==> config.mk <==
export PLATFORM = sky130hd
export DESIGN_NAME = div_clk_tracker
export DESIGN_NICKNAME = d
export VERILOG_FILES = /design/src/rtl/scores_pkg.sv /design/src/rtl/sync_edge_detect.sv /design/src/rtl/div_clk_tracker.sv
export SDC_FILE = /design/constraint.sdc
export NUM_CORES = 1
export LEC_CHECK = 0
export CAP_MARGIN = 20
export CORE_ASPECT_RATIO = 1.5
export CORE_UTILIZATION = 45
export CTS_CLUSTER_SIZE = 12
export DETAILED_ROUTE_END_ITERATION = 10
export GPL_TIMING_DRIVEN = 0
export PLACE_DENSITY = 0.78
export SLEW_MARGIN = 20
export SYNTH_ARGS = -nofsm -noshare
export SYNTH_HDL_FRONTEND = slang
export SYNTH_SLANG_ARGS = --single-unit
export TNS_END_PERCENT = 20
==> constraint.sdc <==
create_clock -name sysclk -period 2.2 [get_ports sysclk]
set_input_delay 0.44 -clock sysclk [delete_from_list [all_inputs] [get_ports sysclk]]
set_output_delay 0.44 -clock sysclk [all_outputs]
set_load 0.01 [all_outputs]
==> src/rtl/scores_pkg.sv <==
// Shared types and constants for the Scores and display path clock-domain helpers.
package scores_pkg;

    typedef enum logic [1:0] {
        IDLE    = 2'd0,
        ARMED   = 2'd1,
        LOCKED  = 2'd2,
        STALLED = 2'd3
    } tracker_state_t;

    localparam int unsigned SYSCLK_HZ = 100_000_000;

    // Twice the nominal divided-clock period at the slowest divider limit (4999).
    localparam int unsigned DEFAULT_TIMEOUT = 20_000;

endpackage

==> src/rtl/sync_edge_detect.sv <==
// Brings an asynchronous divided clock into sysclk and emits registered one-cycle rise/fall ticks.
// DIV_CLK_TRACK_FILTER_EN adds a third stage that rejects single-sample glitches.
module sync_edge_detect (
    input  logic sysclk,
    input  logic reset,
    input  logic slow_clk,
    output logic rise_tick,
    output logic fall_tick
);

    logic sync0;
    logic sync1;
    logic prev;

`ifdef DIV_CLK_TRACK_FILTER_EN
    logic sync2;
    logic stable;

    // prev tracks the last accepted level, so it only moves once two samples agree.
    assign stable = (sync1 == sync2);

    always_ff @(posedge sysclk) begin
        if (reset) begin
            sync0     <= 1'b0;
            sync1     <= 1'b0;
            sync2     <= 1'b0;
            prev      <= 1'b0;
            rise_tick <= 1'b0;
            fall_tick <= 1'b0;
        end else begin
            sync0     <= slow_clk;
            sync1     <= sync0;
            sync2     <= sync1;
            if (stable) begin
                prev <= sync1;
            end
            rise_tick <= stable &  sync1 & ~prev;
            fall_tick <= stable & ~sync1 &  prev;
        end
    end
`else
    always_ff @(posedge sysclk) begin
        if (reset) begin
            sync0     <= 1'b0;
            sync1     <= 1'b0;
            prev      <= 1'b0;
            rise_tick <= 1'b0;
            fall_tick <= 1'b0;
        end else begin
            // NOTE: non-blocking assignments make each stage take the previous stage's old value,
            // giving a true shift chain; blocking here would collapse it into one flop.
            sync0     <= slow_clk;
            sync1     <= sync0;
            prev      <= sync1;
            rise_tick <=  sync1 & ~prev;
            fall_tick <= ~sync1 &  prev;
        end
    end
`endif

endmodule

==> src/rtl/div_clk_tracker.sv <==
// Tracks a divided clock from the sysclk side: edge ticks, period/high-time measurement, stall flag.
// Glitch filtering in the synchroniser is enabled by DIV_CLK_TRACK_FILTER_EN.
module div_clk_tracker
    import scores_pkg::*;
#(
    parameter int unsigned CountWidth   = 32,
    parameter int unsigned TimeoutLimit = DEFAULT_TIMEOUT
) (
    input  logic                  sysclk,
    input  logic                  reset,
    input  logic                  slow_clk,
    output logic                  rise_tick,
    output logic                  fall_tick,
    output logic [CountWidth-1:0] period,
    output logic [CountWidth-1:0] high_cycles,
    output logic                  period_valid,
    output logic                  stalled
);

    localparam logic [CountWidth-1:0] TIMEOUT_CNT = CountWidth'(TimeoutLimit);
    localparam logic [CountWidth-1:0] ONE_CNT     = CountWidth'(1);

    tracker_state_t        state;
    logic [CountWidth-1:0] cnt;
    logic                  timed_out;
    logic                  measuring;

    sync_edge_detect u_sync_edge_detect (
        .sysclk    (sysclk),
        .reset     (reset),
        .slow_clk  (slow_clk),
        .rise_tick (rise_tick),
        .fall_tick (fall_tick)
    );

    // cnt holds cycles since the last rise_tick, so it reads as the period when the next rise lands.
    assign timed_out = (cnt >= TIMEOUT_CNT);
    assign measuring = (state == ARMED) || (state == LOCKED);

    always_ff @(posedge sysclk) begin
        if (reset) begin
            state        <= IDLE;
            cnt          <= '0;
            period       <= '0;
            high_cycles  <= '0;
            period_valid <= 1'b0;
            stalled      <= 1'b0;
        end else begin
            if (rise_tick) begin
                cnt <= ONE_CNT;
            end else if (!timed_out) begin
                cnt <= cnt + ONE_CNT;
            end

            if (fall_tick && measuring) begin
                high_cycles <= cnt;
            end

            // A rise in the same cycle as the timeout takes priority over stalling.
            case (state)
                IDLE: begin
                    if (rise_tick) begin
                        state <= ARMED;
                    end
                end
                ARMED: begin
                    if (rise_tick) begin
                        state        <= LOCKED;
                        period       <= cnt;
                        period_valid <= 1'b1;
                    end else if (timed_out) begin
                        state        <= STALLED;
                        stalled      <= 1'b1;
                        period_valid <= 1'b0;
                    end
                end
                LOCKED: begin
                    if (rise_tick) begin
                        period <= cnt;
                    end else if (timed_out) begin
                        state        <= STALLED;
                        stalled      <= 1'b1;
                        period_valid <= 1'b0;
                    end
                end
                STALLED: begin
                    if (rise_tick) begin
                        state   <= ARMED;
                        stalled <= 1'b0;
                    end
                end
                default: state <= IDLE;
            endcase
        end
    end

endmodule

Yosys cells after proc, flatten, opt, wreduce, memory -nomap -nowiden

Index checks and enable logic that the tools add are counted.
W data, S select, Z words.

Register bits after elaboration: 105
Input bits: 3

Add/subtract/negate cells: 1
$lt $le $gt $ge: 1
Eq/ne operators: 9
Muxes and demuxes: 15
Bitwise logic cells: 4
Reductions and logical operators: 12

Operators by type and width:

| kind                    | number |
|---|---|
| $add A32 B1 Y32 const B | 1 |
| $ge A32 B15 Y1 const B  | 1 |
| $mux W1                 | 8 |
| $mux W2                 | 4 |
| $ne A2 B1 Y1 const B    | 4 |
| $pmux W2 S3             | 1 |
| $reduce_and A2 Y1       | 3 |
| $reduce_or A2 Y1        | 3 |
| $eq A2 B2 Y1 const B    | 2 |
| $ne A2 B2 Y1 const B    | 2 |
| $pmux W1 S2             | 2 |
| $reduce_and A4 Y1       | 1 |
| $reduce_bool A2 Y1      | 2 |
| $and A1 B1 Y1           | 2 |
| $eq A2 B1 Y1 const B    | 1 |
| $logic_not A2 Y1        | 1 |
| $not A1 Y1              | 2 |
| $logic_and A1 B1 Y1     | 1 |
| $logic_or A1 B1 Y1      | 1 |

Longest topological paths before layout

Depth after elaboration: 4
Depth in mapped cells: 8
Mapped depth without buffers: 6

By module

Synthesis repeated with hierarchy kept, for this count alone.

Cells, all modules: 463
Area, all modules: 3907.5 um^2

By module, submodules not included:

| module           | instances | cells an instance | area an instance (um^2) |
|---|---|---|---|
| div_clk_tracker  | 1         | 453               | 3773.6 |
| sync_edge_detect | 1         | 10                | 133.9 |

Least setup slack after synthesis

No wires, ideal clock.

Kind: register to register
Start: reg cnt[5]
End: reg cnt[5]
Library setup time: 0.072 ns
Arrival time: 1.636 ns
Slack: 0.492 ns
Cell stages (with the launch flop): 7
Buffers on the path: 2
Period minus slack after synthesis: 1.708 ns
Cell sequence: dfxtp_1 > buf_6 > or4_4 > o211a_1 > buf_6 > nor4_2 > mux2i_1

Word-level cells in the longest chain between the ends: 1
Elaborated cells on any way between the ends: 2
Classes of those cells: add/sub: 1; order compare: 1

RTL lines:

| item                                                     | RTL line                                     | text |
|---|---|---|
| start, declared                                          | div_clk_tracker.sv:24                        | `logic [CountWidth-1:0] cnt;` |
| start signal, assigned                                   | div_clk_tracker.sv:52                        | `cnt <= cnt + ONE_CNT;` |
| $add A32 B1 Y32 / $ge A32 B15 Y1 (equally long branches) | div_clk_tracker.sv:52, div_clk_tracker.sv:37 |  |

Parallel ways exist; a longest one is shown, timed or not.
A chain may end at the register's enable or synchronous reset.

Worst setup path in the final report

Start: reg state[0]
End: reg period[23]

Word-level cells in the longest chain between the ends: 3
Elaborated cells on any way between the ends: 4
Classes of those cells: eq/ne: 2; reduce/logical: 2

RTL lines:

| item                                                | RTL line              | text |
|---|---|---|
| start, declared                                     | div_clk_tracker.sv:23 | `tracker_state_t state;` |
| start signal, assigned                              | div_clk_tracker.sv:42 | `state <= IDLE;` |
| start signal, assigned                              | div_clk_tracker.sv:63 | `state <= ARMED;` |
| start signal, assigned                              | div_clk_tracker.sv:68 | `state <= LOCKED;` |
| $eq A2 B1 Y1 / $eq A2 B2 Y1 (equally long branches) | div_clk_tracker.sv:60 | `case (state)` |
| $reduce_or A2 Y1 (no line) *                        | -                     |  |
| $reduce_and A2 Y1 (no line) *                       | -                     |  |
| end signal, assigned                                | div_clk_tracker.sv:69 | `period <= cnt;` |
| end signal, assigned                                | div_clk_tracker.sv:79 | `period <= cnt;` |
| end, declared                                       | div_clk_tracker.sv:14 | `output logic [CountWidth-1:0] period,` |

Every way passes the cells marked *; elsewhere a longest branch is shown, timed or not.

==> results.cfg <==
[cts]
number_of_buffers_added_by_the_clock_tree_synthesis_step = 9
cts_tree = built
cts.path.max_buffers = 2
clock_insertion_delay_at_the_later_pin_of_the_skew_report_ns = 0.36
clockRootBuffer = sky130_fd_sc_hd__clkbuf_16
clock-sinks = 105
post_cts_setup_repair_bufs = 0
cts_max_level = 3
clk_pin_slew_worst_paths_ns = 0.08

[setup_path]
cp_launch_type = flip-flop
crit_path_cells = inv_1 -> ha_1 -> clkbuf_1 -> nand2b_1 -> clkbuf_1 -> nand2_1 -> a21oi_1
worst_path_largest_cell_delay_ns = 0.41
path_class = reg -> reg
worst_path_most_repeated_cell = sky130_fd_sc_hd__clkbuf_1
cp_data_required_time_ns = 2.49
critical_path.top_delay_family = buffers and inverters
crit_slowest_cell = sky130_fd_sc_hd__dfxtp_1
critical_path_peak_fanout = 10
crit_path_end_kind = flip-flop
crit_arrival_ns = 2.34
worstPathBufferInverterCount = 3

[pwr]
seqPwrFrac_pct = 50.9
cellInternalPower_uw = 2890
power.static_leakage_uw = 0.00180
switching_power_uw = 918
comb_power_share_pct = 5.3
maximum_vdd_ir_drop_uv = 517
power.clock.fraction_pct = 43.8
finalPower_uw = 3810
powerDensity_mw_per_mm2 = 728
power_switching_share_pct = 24.1

[yosys]
synth_area_leaders = sky130_fd_sc_hd__dfxtp_1, sky130_fd_sc_hd__nand2_1, sky130_fd_sc_hd__a21oi_1, sky130_fd_sc_hd__nor4_2, sky130_fd_sc_hd__mux2i_1
synth_fp_nets = 487
synthTopCellsByCount = sky130_fd_sc_hd__nand2_1, sky130_fd_sc_hd__dfxtp_1, sky130_fd_sc_hd__a21oi_1
ys.warnings.count = 0
netlist_instances = 479
seq_area_frac_synth_pct = 51.4
combined_area_of_all_synthesized_cells_mm2 = 0.00409
synth.ff_latch_count = 105
netlist.area_leader.share_pct = 51.4
number_of_synthesized_flops_with_an_enable_pin = 0
post-synth-top-count-cell = sky130_fd_sc_hd__nand2_1
yosysUniqueCellTypes = 41
synth-main-ff-cell = sky130_fd_sc_hd__dfxtp_1
synthArstFlopShare_pct = 0
syn-mean-instance-area_um2 = 8.54
netlist.top_cell.by_area = sky130_fd_sc_hd__dfxtp_1

[routing]
ant_nets = 0
routed-via-count = 3567
post-route-drc-count = 0
route.final.wire_length_mm = 10.3
drt_first_pass_iters = 4
wl_per_cell_um = 15.3
detail_route.vias_per_cell = 5.29
detailedRoute.firstIterationViolations = 214

[die]
die_w_um = 79.8
rows = 42
die_area_mm2 = 0.00948
io-pin-count = 71
start_util_pct = 46.3
core_area_mm2 = 0.00883
die_span_y_um = 119

[timing]
setup-violations-final = 0
achievable-frequency_mhz = 487
postLayoutSetupSlackWorst_ns = 0.146
hold_slack_ns = 0.418
tightestPinTransition_ns = 0.539
fin_skew_ns = 0.0126
fin_crit_period_ns = 2.05
final.period_utilization_pct = 93.4
timing.final.max_slew_violations = 0
max_slew_headroom_pct = 64.1
grt_setup_unrepaired = yes
report.final.hold_viol_count = 0

[final_layout]
post_layout_nonfiller_instances = 674
area_delta_synth_final_pct = 28.1
finish.net_count = 567
postLayoutCoreUtil_pct = 59.3
fillerInstances = 818
ff_latch_area_mm2 = 0.00210
fraction_of_final_layout_cells_with_drive_strength_greater_than_1_pct = 7.62
diodes = 0
multi_input_area_mm2 = 0.00182

[placement]
post-place-ws_ns = 0.118
gp_congestion = 0.876
post_dp_hpwl_mm = 7.33
dpl.cell_count = 658
placement.io_buffers = 69

[global_route]
number_of_global_route_vias_before_repair = 3550
grt_first_pass_wirelength_mm = 17.1
grt.overflow.total = 0
antenna_found_initial = 0
largest_net_degree_at_the_start_of_global_routing = 20
grt_usage_pct = 23.4

[worst_hold_path]
hp-class = reg -> reg

[outcome]
run_status = finished clean

[job]
max_cap_violations = 0
-- sequential cells by signal, summed over array words and instances (netlist names) --
signal and cells:
u_sync_edge_detect.prev 1, u_sync_edge_detect.sync0 1, period 32, period_valid 1, state 2, u_sync_edge_detect.sync1 1, high_cycles 32, u_sync_edge_detect.fall_tick 1
u_sync_edge_detect.rise_tick 1, stalled 1, cnt 32
-- metrics by stage --
step / cell area, um^2 / TNS, ns
6_report: 5240 / 0
5_1_grt: 5240 / -0.462
4_1_cts: 5230 / 0
3_5_place_dp: 4920 / 0
3_3_place_gp: 4920 / 0
2_1_floorplan: 4090 / 0
-- area by class of cell --
class | instances | share of cell area (%)
clock inverter | 7 | 1.62
multi-input combinational | 334 | 34.7
timing repair buffer | 69 | 13.2
inverter | 5 | 0.358
tap | 110 | 2.63
clock buffer | 9 | 4.30
buffer | 35 | 3.08
sequential | 105 | 40.1
-- repair_timing --
item,CTS,global route
resized for setup,0,16
hold endpoints to repair,0,0
hold buffers,0,0
setup endpoints to repair,0,53
-- power by group through the flow --
stage                     Clock [uW]  Combinational [uW]  Sequential [uW]
after detailed placement           0                 200             1990
final                           1670                 203             1940
after floorplan                    0                 150             1980
after global routing            1750                 228             1940
after global placement             0                 194             1980
after CTS                       1680                 201             1940
-- cell usage in the layout (no fill, tap or decap), types with 3 or more instances in the layout --
cell type and count:
sky130_fd_sc_hd__nand2_1 146, sky130_fd_sc_hd__dfxtp_1 105, sky130_fd_sc_hd__clkdlybuf4s50_1 69, sky130_fd_sc_hd__a21oi_1 67, sky130_fd_sc_hd__clkbuf_1 21, sky130_fd_sc_hd__and2_1 17, sky130_fd_sc_hd__or3_1 12, sky130_fd_sc_hd__mux2i_1 12
sky130_fd_sc_hd__nor4_2 11, sky130_fd_sc_hd__nand3_1 10, sky130_fd_sc_hd__clkbuf_16 9, sky130_fd_sc_hd__nor2_1 8, sky130_fd_sc_hd__clkbuf_2 8, sky130_fd_sc_hd__nor2b_1 6, sky130_fd_sc_hd__inv_1 5, sky130_fd_sc_hd__and4_1 5
sky130_fd_sc_hd__nand4_1 5, sky130_fd_sc_hd__ha_1 5, sky130_fd_sc_hd__nor3_1 3, sky130_fd_sc_hd__nand2b_1 3, sky130_fd_sc_hd__inv_6 3
-- metal layers --
metal  wire length [um]  share of wire, %  global-route usage [%]  vias to the layer above
met5                  0                 0                       0                        -
met4                258               2.5                    12.7                        0
met3                453               4.4                    3.47                       15
met2               5410                52                    40.3                       86
met1               4200                41                    27.1                     1693
li1                   -                 -                       -                     1773
-- path summary, 6_finish.rpt --
kind                      startpoint                      endpoint  slack [ns]  cells after the start
min          u_sync_edge_detect.prev  u_sync_edge_detect.rise_tick        0.42                      1
max reg2reg                 state[0]                    period[23]        0.15                      7
min reg2reg  u_sync_edge_detect.prev  u_sync_edge_detect.rise_tick        0.42                      1
max                         state[0]                    period[23]        0.15                      7
-- logic make-up (layout without fill, tap and decap cells) --
family / Yosys count / count (layout) / share of synthesized area (%)
buffers and inverters: 40 / 125 / 4.16
AND/OR/NAND/NOR: 235 / 235 / 29.0
flip-flops: 105 / 105 / 51.4
AO/OA/AOI/OAI: 82 / 82 / 11.0
adder cells (fa/ha/maj): 5 / 5 / 1.53
multiplexers: 12 / 12 / 2.94
-- worst reg2reg max path: stages, from the launching register on --
cell	delay (ns)
sky130_fd_sc_hd__dfxtp_1	0.41
sky130_fd_sc_hd__inv_1	0.07
sky130_fd_sc_hd__ha_1	0.27
sky130_fd_sc_hd__clkbuf_1	0.28
sky130_fd_sc_hd__nand2b_1	0.31
sky130_fd_sc_hd__clkbuf_1	0.38
sky130_fd_sc_hd__nand2_1	0.12
sky130_fd_sc_hd__a21oi_1	0.16
Power figures use the tool's default switching activity.
